File: src/rtl/shared_mem_arbiter.sv
// Shares one single-port data RAM between two CPU cores (round-robin) during RUN,
// then hands it exclusively to the VGA reader after a one-cycle drain.
module shared_mem_arbiter #(
    parameter int ADDR_W = 16,
    parameter int DATA_W = 32
) (
    input  logic              clock,
    input  logic              reset,
    input  logic              c0_req,
    input  logic              c1_req,
    input  logic              c0_we,
    input  logic              c1_we,
    input  logic [ADDR_W-1:0] c0_addr,
    input  logic [ADDR_W-1:0] c1_addr,
    input  logic [DATA_W-1:0] c0_wdata,
    input  logic [DATA_W-1:0] c1_wdata,
    input  logic              c0_done,
    input  logic              c1_done,
    output logic              c0_gnt,
    output logic              c1_gnt,
    output logic              c0_rvalid,
    output logic              c1_rvalid,
    input  logic              vga_req,
    input  logic [ADDR_W-1:0] vga_addr,
    output logic              vga_gnt,
    output logic              vga_rvalid,
    output logic [DATA_W-1:0] rdata,
    output logic              mem_en,
    output logic              mem_we,
    output logic [ADDR_W-1:0] mem_addr,
    output logic [DATA_W-1:0] mem_wdata,
    input  logic [DATA_W-1:0] mem_rdata,
    output logic [1:0]        phase,
    output logic              scan_active
);

    localparam logic [1:0] PH_RUN   = 2'd0;
    localparam logic [1:0] PH_DRAIN = 2'd1;
    localparam logic [1:0] PH_SCAN  = 2'd2;

    logic [1:0] phase_q, phase_d;
    logic       last_q, last_d;
    logic [1:0] done_q, done_d;
    logic       rd_pend_q, rd_pend_d;
    logic       owner_q, owner_d;
    logic       rd_vga_q, rd_vga_d;

    logic [1:0]        core_req;
    logic [1:0]        core_done;
    logic [1:0]        active;
    logic [1:0]        core_gnt;
    logic              vga_gnt_w;

    assign core_req  = {c1_req, c0_req};
    assign core_done = {c1_done, c0_done};

    // A core raising done in the same cycle as a request is already treated as finished.
    generate
        for (genvar gi = 0; gi < 2; gi++) begin : g_core
            assign active[gi] = core_req[gi] & ~done_q[gi] & ~core_done[gi];
            assign done_d[gi] = done_q[gi] | core_done[gi];
        end
    endgenerate

    always_comb begin
        core_gnt  = 2'b00;
        vga_gnt_w = 1'b0;
        last_d    = last_q;
        if (!reset) begin
            case (phase_q)
                PH_RUN: begin
                    if (active == 2'b11) begin
                        core_gnt = last_q ? 2'b01 : 2'b10;
                    end else begin
                        core_gnt = active;
                    end
                    if (core_gnt != 2'b00) begin
                        last_d = core_gnt[1];
                    end
                end
                PH_SCAN: begin
                    vga_gnt_w = vga_req;
                end
                default: begin
                    core_gnt  = 2'b00;
                    vga_gnt_w = 1'b0;
                end
            endcase
        end
    end

    always_comb begin
        mem_en    = 1'b0;
        mem_we    = 1'b0;
        mem_addr  = '0;
        mem_wdata = '0;
        if (core_gnt[0]) begin
            mem_en    = 1'b1;
            mem_we    = c0_we;
            mem_addr  = c0_addr;
            mem_wdata = c0_wdata;
        end else if (core_gnt[1]) begin
            mem_en    = 1'b1;
            mem_we    = c1_we;
            mem_addr  = c1_addr;
            mem_wdata = c1_wdata;
        end else if (vga_gnt_w) begin
            mem_en    = 1'b1;
            mem_addr  = vga_addr;
        end
    end

    always_comb begin
        phase_d = phase_q;
        case (phase_q)
            PH_RUN:   if (done_q == 2'b11) phase_d = PH_DRAIN;
            PH_DRAIN: phase_d = PH_SCAN;
            PH_SCAN:  phase_d = PH_SCAN;
            default:  phase_d = PH_RUN;
        endcase
    end

    // Read-return tracking: who owns the access in flight, and whether it was a read.
    always_comb begin
        rd_pend_d = mem_en & ~mem_we;
        owner_d   = core_gnt[1];
        rd_vga_d  = vga_gnt_w;
    end

    always_ff @(posedge clock) begin
        if (reset) begin
            phase_q   <= PH_RUN;
            last_q    <= 1'b1;
            done_q    <= 2'b00;
            rd_pend_q <= 1'b0;
            owner_q   <= 1'b0;
            rd_vga_q  <= 1'b0;
        end else begin
            phase_q   <= phase_d;
            last_q    <= last_d;
            done_q    <= done_d;
            rd_pend_q <= rd_pend_d;
            owner_q   <= owner_d;
            rd_vga_q  <= rd_vga_d;
        end
    end

    assign c0_gnt  = core_gnt[0];
    assign c1_gnt  = core_gnt[1];
    assign vga_gnt = vga_gnt_w;

    // Gating with reset lets a reset cycle cancel an rvalid that is already registered.
    assign c0_rvalid  = rd_pend_q & ~rd_vga_q & ~owner_q & ~reset;
    assign c1_rvalid  = rd_pend_q & ~rd_vga_q &  owner_q & ~reset;
    assign vga_rvalid = rd_pend_q &  rd_vga_q & ~reset;

    assign rdata       = mem_rdata;
    assign phase       = phase_q;
    assign scan_active = (phase_q == PH_SCAN);

endmodule

File: config.mk
export PLATFORM = sky130hd
export DESIGN_NAME = shared_mem_arbiter
export DESIGN_NICKNAME = d
export VERILOG_FILES = /design/src/rtl/shared_mem_arbiter.sv
export SDC_FILE = /design/constraint.sdc
export NUM_CORES = 1
export LEC_CHECK = 0
export ABC_AREA = 1
export BUFFER_PORTS_ARGS = -buffer_cell sky130_fd_sc_hd__buf_2
export CAP_MARGIN = 20
export CORE_AREA = 2 2 95 97
export CTS_CLUSTER_DIAMETER = 150
export DETAILED_ROUTE_END_ITERATION = 7
export DIE_AREA = 0 0 97 99
export GPL_ROUTABILITY_DRIVEN = 1
export PLACE_DENSITY = 0.61
export SLEW_MARGIN = 20
export SYNTH_ARGS = -nofsm -noshare
export SYNTH_HDL_FRONTEND = slang
export SYNTH_SLANG_ARGS = --single-unit
File: constraint.sdc
create_clock -name clock -period 1.6 [get_ports clock]
set_input_delay 0.16 -clock clock [delete_from_list [all_inputs] [get_ports clock]]
set_output_delay 0.16 -clock clock [all_outputs]
set_load 0.01 [all_outputs]
# == After elaboration in Yosys (flattened, before gate mapping) ==
# Cells that the tools add are included.
# totals
ff_bits,8
out_inout_bits,91
wordCells,57
# classes
eq_ne,5
muxes,20
bitwise,22
n_reduce_logical,4
# op_table
operator,count
32-bit two-way mux,2
16-bit two-way mux,3
2-bit two-way mux,7
1-bit bitwise AND,12
1-bit NOT,8
1-bit two-way mux,7
"2-bit equality test, second input constant",3
2-bit case mux with 2 select lines,1
"2-bit by 1-bit equality test with 1-bit output, second input constant",1
2-bit logical NOT,1
"2-bit inequality test, second input constant",1
1-bit OR,2
2-bit AND reduction,1
2-bit nonzero test,1
2-bit OR reduction,1

# == Depth between registers and ports, before layout ==
# Gate-level depths: netlist of the first run.
# depth
depth_word,13
mapped_depth,10
mapped_depth_nobuf,9

# == Worst setup path after synthesis of the first run ==
# OpenSTA, ideal clock, no wires.
# synth_path
path_kind,flip-flop to output port
startpoint,reg phase_q[0] (netlist: phase[0])
endpoint,out mem_addr[2]
arrival_ps,1499
required_ps,1440
path_slack_ps,-59
path_stages_with_launch,10
path_cell_list,dfxtp_1 inv_1 ha_1 nand2_1 nor2_2 buf_2 nand3_1 nand2_1 nand2_1 nand2_1
# synth_via
elab_chain_len,6
word_cells_on_any_way,9
# synth_lines
item,line,rtl
"start, declared",41,"logic [1:0] phase_q, phase_d;"
"start signal, assigned",139,phase_q <= phase_d;
2-bit equality test,--,
named net scan_active,34,output logic scan_active
1-bit two-way mux,70,case (phase_q)
1-bit two-way mux,69,if (!reset) begin
named net vga_gnt,25,"output logic vga_gnt,"
16-bit two-way mux,107,end else if (vga_gnt_w) begin
16-bit two-way mux,102,end else if (core_gnt[1]) begin
16-bit two-way mux,97,if (core_gnt[0]) begin
"end, declared",30,"output logic [ADDR_W-1:0] mem_addr,"
# The timed path passes the listed nets, and every way through them passes these cells.

# == Worst setup path after layout of the first run ==
# layout_path
startpoint,reg phase_q[0] (netlist: phase[0])
endpoint,out mem_wdata[5]
# layout_via
elab_chain_len,5
# layout_lines
item,line,rtl
2-bit logical NOT (*),70,
2-bit two-way mux (*),70,
2-bit two-way mux (*),69,
32-bit two-way mux,102,
32-bit two-way mux (*),97,
"end, declared",31,"output logic [DATA_W-1:0] mem_wdata,"
# Mark *: on every way between the ends. The rest lies on a longest branch, timed or not.

==> results.md, run 1 <==
* Root buf cell: clkbuf_8
* Reg2Reg Capture Point: rd_pend_q
* Min Tclk post-route at 1.90 ns
* Register area share after synthesis at 10.1%
* CP Depth at 11
* Initial DRC count at 46
* Initial antenna violation count at 0
* CTS tree: done
* Leak at 1.80 nW
* Cell count of the worst reg-to-reg path at 11
* Post-Layout Cell Count at 569
* Final setup margin at -0.302 ns
* Routed WL at 6770 um
* Die H at 99 um
* Area grow syn2layout at 76.9%
* Worst setup EP type: output pin
* CP endpoint: mem_wdata[5]
* WP data arrival at 1.74 ns
* P per Cell Area at 642 mW/mm2
* DPL Wire Length at 5390 um
* Worst-Margin Slew at 0.290 ns
* Worst Path Buf+Inv at 5
* First-pass GRT wire length at 10100 um
* WL/cell at 11.9 um
* DRC viols at 0
* Worst Skew at 0.00244 ns
* DR vias/cell at 4.23
* Placer Congestion at 0.849
* Worst EP required at 1.44 ns
* Critical path's largest stage delay at 0.33 ns
* Placed cell count at 556
* Peak VDD IR at 0.530 mV
* Distinct cells, synth at 23
* Critical path fanouts, max at 17
* Clock transition at the registers of the reported paths at 0.04 ns
* Vias at 2409
* Die footprint at 0.00960 mm2
* Status: complete, but fails checks
* Final Hold Viols at 0
* CP delay by family, top: buffers and inverters
* Worst Min Path Start: c1_done
* Core Rows at 34
* Layout cell share with drive strength beyond 1 at 53.6%
* Maximum number of pins on one net before global-route repair at 23
* Max-cap check violation count at 0
* Max Clock Freq at 526 MHz
* Setup CP Type: reg2out
* Critical Path Start Type: flop
* Failing checks: negative setup slack
* Avg Cell Area, Syn at 5.38 um2
* RSZ-0062 raised after global routing: true
* Setup violators final at 53
* Post-route antenna net violation count at 0
* Mapped Cells at 294
* Synth Cell Area at 0.00158 mm2
* Yosys reg bits at 8
* CTS sink count at 8
* Critical-path cell list: inv_4, ha_4, inv_2, buf_12, nor2_8, nand2_4, nor2_8, buf_12, nand2_1, nand2_1, buf_2
* Num CTS Buffers at 3
* Vias in the first global route at 2254
* IO buf count at 179
* Syn Nets at 450
* Core region area at 0.00855 mm2
* CTS H-tree depth at 1
* Crit. Startpoint: phase[0]
* Total gr overflow at 0
* CTS Buffer Depth at 2
* GRT Total Usage at 12.9%
* Worst r2r src: phase[0]
* Util after Layout at 32.7%
* Period Utilization, post-route at 119%
* Clock Latency Late Sink at 0.23 ns
* Fin nets at 619
* Hold WC Path Type: in2reg
* Die span in x at 97 um
* Slew HR at 80.7%
* Initial core utilization at 18.5%
* CP max stage cell: dfxtp_2
* N_diodes at 0
* Worst hold slack at 0.168 ns
* Slew Viols, Final at 0
* R2R Setup Slk at 0.10 ns
* Ports at 244
* Drt pass-1 iters at 5
* Synth Warn # at 0
-- cell usage after synthesis --
library cell,number,area (um2)
o21ai_0,2,10.0
nor2_8,2,40.0
nor2_1,8,30.0
nand3_2,2,20.0
ha_1,3,37.5
a21oi_1,3,15.0
inv_1,9,33.8
clkbuf_1,4,15.0
nor2_2,2,12.5
nor4_1,1,6.26
o211ai_1,1,7.51
nand2_2,1,6.26
nand2_1,165,619
dfxtp_1,8,160
nand3_1,18,90.1
buf_4,38,285
buf_6,4,45.0
buf_2,2,10.0
inv_2,1,3.75
nor2_4,1,11.3
nor3_1,1,5.00
nand4_1,17,106
nand2_4,1,11.3
-- metrics by stage --
| stage | setup WS, ns | power [mW] | instance area, um2 | setup TNS [ns] |
|---|---|---|---|---|
| final | -0.302 | 1.80 | 2800 | -12.85 |
| after global routing | -0.416 | 1.95 | 2800 | -18.98 |
| after CTS | -0.319 | 1.76 | 2750 | -14.09 |
| after detailed placement | -0.0903 | 1.33 | 2480 | -2.22 |
| after global placement | -0.0512 | 1.31 | 2480 | -0.596 |
| after floorplan | 0.0114 | 0.849 | 1590 | 0 |
-- worst min path at each step --
stage	endpoint	slack, ns	cells after the start
floorplan	done_q[0]	0.28	2
global placement	rdata[0]	0.32	0
detailed placement	rdata[0]	0.32	0
CTS	done_q[1]	0.17	3
global route	done_q[1]	0.18	3
finish	done_q[1]	0.17	3
-- layer usage --
layer | share of wire (%) | vias up | GRT usage, %
met4 | 0.30 | 0 | 1.30
met1 | 40 | 1047 | 14.8
li1 | - | 1228 | -
met2 | 51 | 130 | 25.3
met5 | 0 | - | 0
met3 | 8.0 | 4 | 2.41
-- worst register-to-register path, cell delays in order (launching register included) --
cell and delay (ns):
dfxtp_2 0.33, inv_4 0.07, ha_4 0.13, inv_2 0.04, buf_12 0.12, nor2_8 0.11, buf_6 0.12, buf_6 0.10
nand4_1 0.12, nand2_1 0.11, buf_4 0.10, nor2_1 0.03
-- cell type report --
cell class | count | area, um2
tap | 108 | 135
inverter | 10 | 42.5
clock buffer | 3 | 41.3
timing repair buffer | 212 | 1290
fill | 944 | 5750
multi-input combinational | 228 | 1120
sequential | 8 | 163
-- cells by family (layout without fill, tap and decap cells) --
| family | Yosys count | count (layout) | share of synthesized area [%] |
|---|---|---|---|
| compound gates | 6 | 6 | 2.06 |
| buf+inv | 58 | 225 | 24.8 |
| simple gates | 219 | 219 | 60.6 |
| fa+ha+maj | 3 | 3 | 2.37 |
| flops | 8 | 8 | 10.1 |
-- registers in the layout (all words and copies together) (netlist names) --
signal	cells
owner_q	1
rd_pend_q	1
last_q	1
phase	2
done_q	2
rd_vga_q	1
-- cell usage in the layout, fill, tap and decap left out --
cell      count
buf_8         1
dfxtp_2       2
inv_2         2
nor3_1        1
inv_1         6
nor2_2        1
o211ai_1      1
nand2_2      10
nand4_1      17
dfxtp_1       6
inv_4         2
ha_4          2
nand3_2       3
buf_6        17
buf_12        5
nor2_4        3
nand3_1      17
nor2_1        7
buf_2       173
a21oi_1       3
buf_4        16
nor4_1        1
nand2_4       5
nand2_1     152
ha_1          1
nor2_8        2
o21ai_0       2
clkbuf_8      3
-- timing repair --
action                                  CTS  global route
endpoints found under the setup margin   53            54
buffers inserted                          7             1
resized for setup                        31            24
cloned                                    4             0
pin swaps                                 8            16
hold buffers                              0             0
-- power by group --
part           internal, mW  switching (mW)  total [mW]
Sequential            0.244          0.0281       0.272
Clock                 0.163          0.0796       0.242
Combinational         0.649           0.632        1.28
Power figures use the tool's default switching activity.
==> run 2, diff against run 1 <==
Settings changed: BUFFER_PORTS_ARGS -buffer_cell sky130_fd_sc_hd__buf_2 to default, CELL_PAD_IN_SITES_DETAIL_PLACEMENT from default to 1, CELL_PAD_IN_SITES_GLOBAL_PLACEMENT from default to 1, CORE_AREA 2 2 95 97 to 2 2 94 96, DIE_AREA 0 0 97 99 to 0 0 96 98, DONT_BUFFER_PORTS from default to 1, PLACE_DENSITY 0.61 to 0.54.
==> run 2 against run 1 <==
Against the previous run: first-iteration DRC count decreased by 17%; clock power increased by 2%; global-route usage increased by 1.1 points; the flow still finishes with violations (negative setup slack); highest routed layer unchanged; sequential power about the same; flip-flop and latch count unchanged; die area decreased by 2.0%; cell area decreased by 15%; worst hold slack got worse by 0.10 ns.
==> results.md, run 2 (same netlist as run 1, synthesis figures left out) <==
* Status: complete, but fails checks
* Failing checks: negative setup slack
* Fin nets at 453
* Final Hold Viols at 0
* DPL Wire Length at 4840 um
* CP delay by family, top: simple AND/OR/NAND/NOR gates
* Post-route cell area at 0.00239 mm2
* Placed cell count at 371
* Num CTS Buffers at 3
* Critical Path Start Type: flop
* Worst setup EP type: output pin
* Post-Layout Cell Count at 403
* Worst-Margin Slew at 0.493 ns
* WL/cell at 18.7 um
* Seq. cell area at 164 um2
* Fillers at 1040
* Core region area at 0.00847 mm2
* GRT Total Usage at 13.9%
* Routed WL at 7540 um
* Worst Skew at 0.00583 ns
* IO buf count at 0
* Setup CP Type: reg2out
* Placed cell areas at 0.00154 mm2
* Worst r2r src: phase[0]
* DR vias/cell at 4.80
* Layout cell share with drive strength beyond 1 at 56.9%
* Slew Viols, Final at 0
* Die footprint at 0.00941 mm2
* Util after Layout at 28.2%
* Initial antenna violation count at 0
* Leak at 1.12 nW
* CP max stage cell: dfxtp_2
* WP data arrival at 1.61 ns
* Placer Congestion at 0.725
* Total gr overflow at 0
* Hold WC Path Type: in2reg
* Worst EP required at 1.44 ns
* CTS Buffer Depth at 2
* Power, Total at 1.72 mW
* Final setup margin at -0.169 ns
* Worst Path Buf+Inv at 4
* DRC viols at 0
* Most frequent cells in the layout: nand2_1, nand2_2, buf_4
* P per Cell Area at 719 mW/mm2
* R2R Setup Slk at 0.10 ns
* Maximum number of pins on one net before global-route repair at 22
* Commonest non-fill, non-tap cell in the layout: nand2_1
* Reg2Reg Capture Point: rd_pend_q
* Peak VDD IR at 0.533 mV
* Min Tclk post-route at 1.77 ns
* Worst Min Path Start: vga_req
* Critical path fanouts, max at 8
* Critical path's largest stage delay at 0.33 ns
* Initial core utilization at 18.7%
* Period Utilization, post-route at 111%
* CTS tree: done
* Clock Latency Late Sink at 0.23 ns
* Max Clock Freq at 565 MHz
* Drt pass-1 iters at 4
* N_diodes at 0
* Setup violators final at 52
* Area taken by multi-input logic gates at 0.00141 mm2
* First-pass GRT wire length at 10200 um
* Vias in the first global route at 1945
* RSZ-0062 raised after global routing: true
* Die span in x at 96 um
* Vias at 1935
* Critical-path cell list: inv_4, ha_4, inv_4, nor2_8, nand2_8, nor2_8, buf_12, buf_12, nand2_2, nand2_2
* CTS sink count at 8
* Die H at 98 um
* Root buf cell: clkbuf_8
* Slew HR at 66.8%
* Post-route setup TNS at -7.18 ns
* Max-cap check violation count at 0
* Hold path cells at 2
* Hold Path End: rd_vga_q
* Worst hold slack at 0.0633 ns
* CTS H-tree depth at 1
* Core Rows at 34
* Initial DRC count at 38
* Dpl ws at -0.0799 ns
* Area grow syn2layout at 50.9%
* Clock transition at the registers of the reported paths at 0.04 ns
* Post-route antenna net violation count at 0
* Cell count of the worst reg-to-reg path at 10
* Ports at 244
[run 2: cell count changes in the layout (fill, tap and decap cells not counted), moves of 2 or more]
cell / delta
nand3_2: +11
clkbuf_16: +3
nand2_4: +5
buf_2: -173
buf_16: +3
nor2_2: +2
buf_6: -5
nand3_1: -12
nand2_1: -73
nand2_2: +67
buf_4: +4
[run 2: layout make-up]
class                   count  area share (%)
flip-flops and latches      8            6.87
well taps                 108            5.66
inverters                  10            1.99
repair buffers             46            24.6
clock buffers               3            1.73
multi-input cells         228            59.1
[run 2: worst max path at each step]
stage / from / to / slack, ns / depth (start not counted)
CTS: phase[0] / mem_wdata[11] / -0.17 / 10
finish: phase[0] / mem_wdata[16] / -0.17 / 10
global placement: phase[0] / rd_pend_q / 0.01 / 10
floorplan: phase[0] / mem_wdata[22] / 0.01 / 9
detailed placement: phase[1] / rd_pend_q / -0.08 / 10
global route: phase[0] / mem_wdata[29] / -0.26 / 10
[run 2: routing by layer]
metal	vias up	part of all wire, %	GRT usage [%]
met1	912	38	16.0
li1	902	-	-
met2	111	53	26.0
met4	0	0.62	2.09
met5	-	0	0
met3	10	8.2	3.32
[run 2: worst register-to-register path, cell delays in order (launching register included)]
cell and delay, ns:
dfxtp_2 0.33, inv_4 0.08, ha_4 0.14, inv_4 0.05, nor2_2 0.12, nand3_2 0.14, clkinv_4 0.18, buf_12 0.15
nand2_1 0.07, nand2_2 0.10, nor2_1 0.05
[run 2: timing repair]
| action | CTS | global route |
|---|---|---|
| gates resized for setup | 122 | 24 |
| gates cloned | 6 | 5 |
| setup endpoints to repair | 53 | 53 |
| buffers inserted | 19 | 2 |
| hold endpoints to repair | 4 | 0 |
| hold buffers | 1 | 0 |
| pin swaps | 52 | 23 |
[run 2: power by group]
group	internal [mW]	total (mW)	switching, mW
clock	0.163	0.247	0.0835
sequential	0.245	0.275	0.0306
combinational	0.538	1.19	0.656
total	0.946	1.72	0.770
==> run 3, diff against run 2 <==
Settings changed: ABC_AREA 1 to default, PLACE_DENSITY 0.54 to 0.51.
==> run 3 against run 2 <==
Against the previous run: the flow still finishes with violations (negative setup slack); critical endpoint is now mem_addr[13]; power down 3.0%; critical path type unchanged; clock power up 6%; combinational power fell by 5%; sequential share of layout area barely moved; first-iteration DRC count decreased by 21%; flip-flop and latch count unchanged.
==> results.md, run 3 <==
* Clock Latency Late Sink at 0.24 ns
* GRT Total Usage at 13.1%
* Crit. Startpoint: phase[1]
* IO buf count at 0
* Slew Viols, Final at 0
* Critical Path Start Type: flop
* Worst EP required at 1.44 ns
* Area taken by multi-input logic gates at 0.00156 mm2
* Num CTS Buffers at 3
* Drt pass-1 iters at 4
* Min Tclk post-route at 2.00 ns
* Post-route antenna net violation count at 0
* Ports at 244
* Root buf cell: clkbuf_8
* Period Utilization, post-route at 125%
* Worst Min Path Start: reset
* Initial antenna violation count at 0
* Setup CP Type: reg2out
* Worst hold slack at 0.0166 ns
* Vias at 1691
* Placed cell areas at 0.00186 mm2
* DR vias/cell at 5.64
* Status: complete, but fails checks
* Failing checks: negative setup slack
* Combinational share of power at 68.1%
* P_sw at 0.668 mW
* Clock group share of total power at 15.7%
* Switching part of the total at 40.1%
* Maximum number of pins on one net before global-route repair at 49
* Critical path's largest stage delay at 0.50 ns
* Critical-path cell list: inv_4, ha_4, nand4bb_1, or3_4, buf_12, a31oi_2, buf_4
* Die H at 98 um
* Most frequent cells in the layout: a22o_4, buf_4, nand4b_1, o211ai_1, nor4_1
* Power, Total at 1.66 mW
* Syn Nets at 359
* Critical path fanouts, max at 6
* DRC viols at 0
* Setup violators final at 53
* Peak VDD IR at 0.206 mV
* WL/cell at 23.0 um
* Area grow syn2layout at 47.2%
* Distinct cells, synth at 38
* Vias in the first global route at 1724
* Total gr overflow at 0
* Routed WL at 6900 um
* Fin nets at 349
* Worst setup EP type: output pin
* CP max stage cell: or3_4
* EDFF count, synth at 0
* CTS H-tree depth at 1
* CTS Buffer Depth at 2
* Max-cap check violation count at 0
* Fillers at 950
* WP data arrival at 1.84 ns
* Slew HR at 61.3%
* Post-synth top area share at 16.6%
* Core Rows at 34
* Placer Congestion at 0.681
* CTS tree: done
* Final setup margin at -0.399 ns
* Initial core utilization at 19.3%
* Core region area at 0.00847 mm2
* Synth Warn # at 0
* P per Cell Area at 693 mW/mm2
* Hold WC Path Type: in2reg
* CTS sink count at 8
* Worst-Margin Slew at 0.572 ns
* Worst Skew at 0.00795 ns
* Max Clock Freq at 500 MHz
* Fraction of registers with async set/reset at 0%
* Int Pwr at 0.996 mW
* Count leader, synth: buf_4
* Post-synth top area cell: a22o_1
* Die span in x at 96 um
* Seq. cell area at 165 um2
* DPL Wire Length at 5020 um
* Post-route cell area at 0.00240 mm2
* Die footprint at 0.00941 mm2
* Avg Cell Area, Syn at 8.04 um2
* Dpl ws at -0.265 ns
* Worst Path Buf+Inv at 3
* First-pass GRT wire length at 9430 um
* Area contributors post-synth: a22o_1, buf_4, dfxtp_1, nand4b_1, o211ai_1
* Leak at 0.864 nW
* Clock transition at the registers of the reported paths at 0.05 ns
* Top cells by count, synth: buf_4, a22o_1, a31oi_1
* Sequential fraction of design power at 16.2%
* Register area share after synthesis at 9.82%
* Worst r2r src: phase[1]
* Yosys reg bits at 8
* Synth Cell Area at 0.00163 mm2
* Synth Flop Type: dfxtp_1
* RSZ-0062 raised after global routing: true
* Mapped Cells at 203
* N_diodes at 0
* Layout cell share with drive strength beyond 1 at 54.2%
* CP delay by family, top: simple AND/OR/NAND/NOR gates
* Final Hold Viols at 0
* Initial DRC count at 30
* Commonest non-fill, non-tap cell in the layout: a22o_4
[run 3: changes by cell type in the layout (fill, tap and decap cells not counted), sizes merged, moves of 7 or more]
| cell | previous run | this run |
|---|---|---|
| inv | 9 | 2 |
| nand2 | 167 | 0 |
| nand3 | 20 | 0 |
| nand4 | 17 | 0 |
| nand4b | 0 | 16 |
| nor4 | 1 | 16 |
| a31oi | 0 | 17 |
| nor2 | 13 | 6 |
| a22o | 0 | 31 |
| o211ai | 1 | 16 |
[run 3: metrics by stage]
step / util [%] / std cells / setup TNS, ns
floorplan: - / 203 / -3.92
global route: 28.4 / 300 / -22.16
global placement: 22.0 / 286 / -8.41
detailed placement: 22.0 / 286 / -9.88
CTS: 25.3 / 297 / -17.27
finish: 28.4 / 300 / -17.28
[run 3: power groups by stage]
stage	Sequential, mW	Clock [mW]	Combinational, mW
floorplan	0.284	0	0.719
global placement	0.272	0	0.921
detailed placement	0.274	0	0.942
CTS	0.270	0.272	1.05
global route	0.273	0.282	1.22
finish	0.269	0.262	1.13
[run 3: worst paths after layout]
check	end	cells after the start	slack [ns]
max	mem_addr[13]	7	-0.40
min	owner_q	1	0.02
max reg2reg	rd_pend_q	7	-0.08
min reg2reg	last_q	2	0.60
[run 3: cell type report]
type | instances | share of cell area, %
clock buffers | 4 | 1.88
inverters | 3 | 1.09
multi-input cells | 133 | 64.8
flip-flops and latches | 8 | 6.87
well taps | 108 | 5.63
repair buffers | 44 | 19.7
[run 3: logic make-up (layout without fill, tap and decap cells)]
logic type | after synthesis | in the layout | share of synthesized area (%)
flops | 8 | 8 | 9.82
buf+inv | 62 | 51 | 26.1
compound gates | 72 | 72 | 34.0
simple gates | 56 | 56 | 26.5
mux | 2 | 2 | 1.23
fa+ha+maj | 3 | 3 | 2.30
[run 3: metal layers]
metal / vias up / share of wire (%) / wire [um] / GRT usage [%]
met3: 13 / 10 / 711 / 4.24
met5: - / 0 / 0 / 0
met4: 0 / 1.6 / 107 / 4.07
li1: 765 / - / - / -
met1: 815 / 35 / 2420 / 14.2
met2: 98 / 53 / 3660 / 23.6
[run 3: what timing repair did]
item | CTS | global route
buffers inserted | 3 | 2
endpoints found under the setup margin | 53 | 53
resized for setup | 26 | 32
hold buffers | 3 | 0
pin swaps | 10 | 9
gates cloned | 1 | 2
hold endpoints to repair | 4 | 0
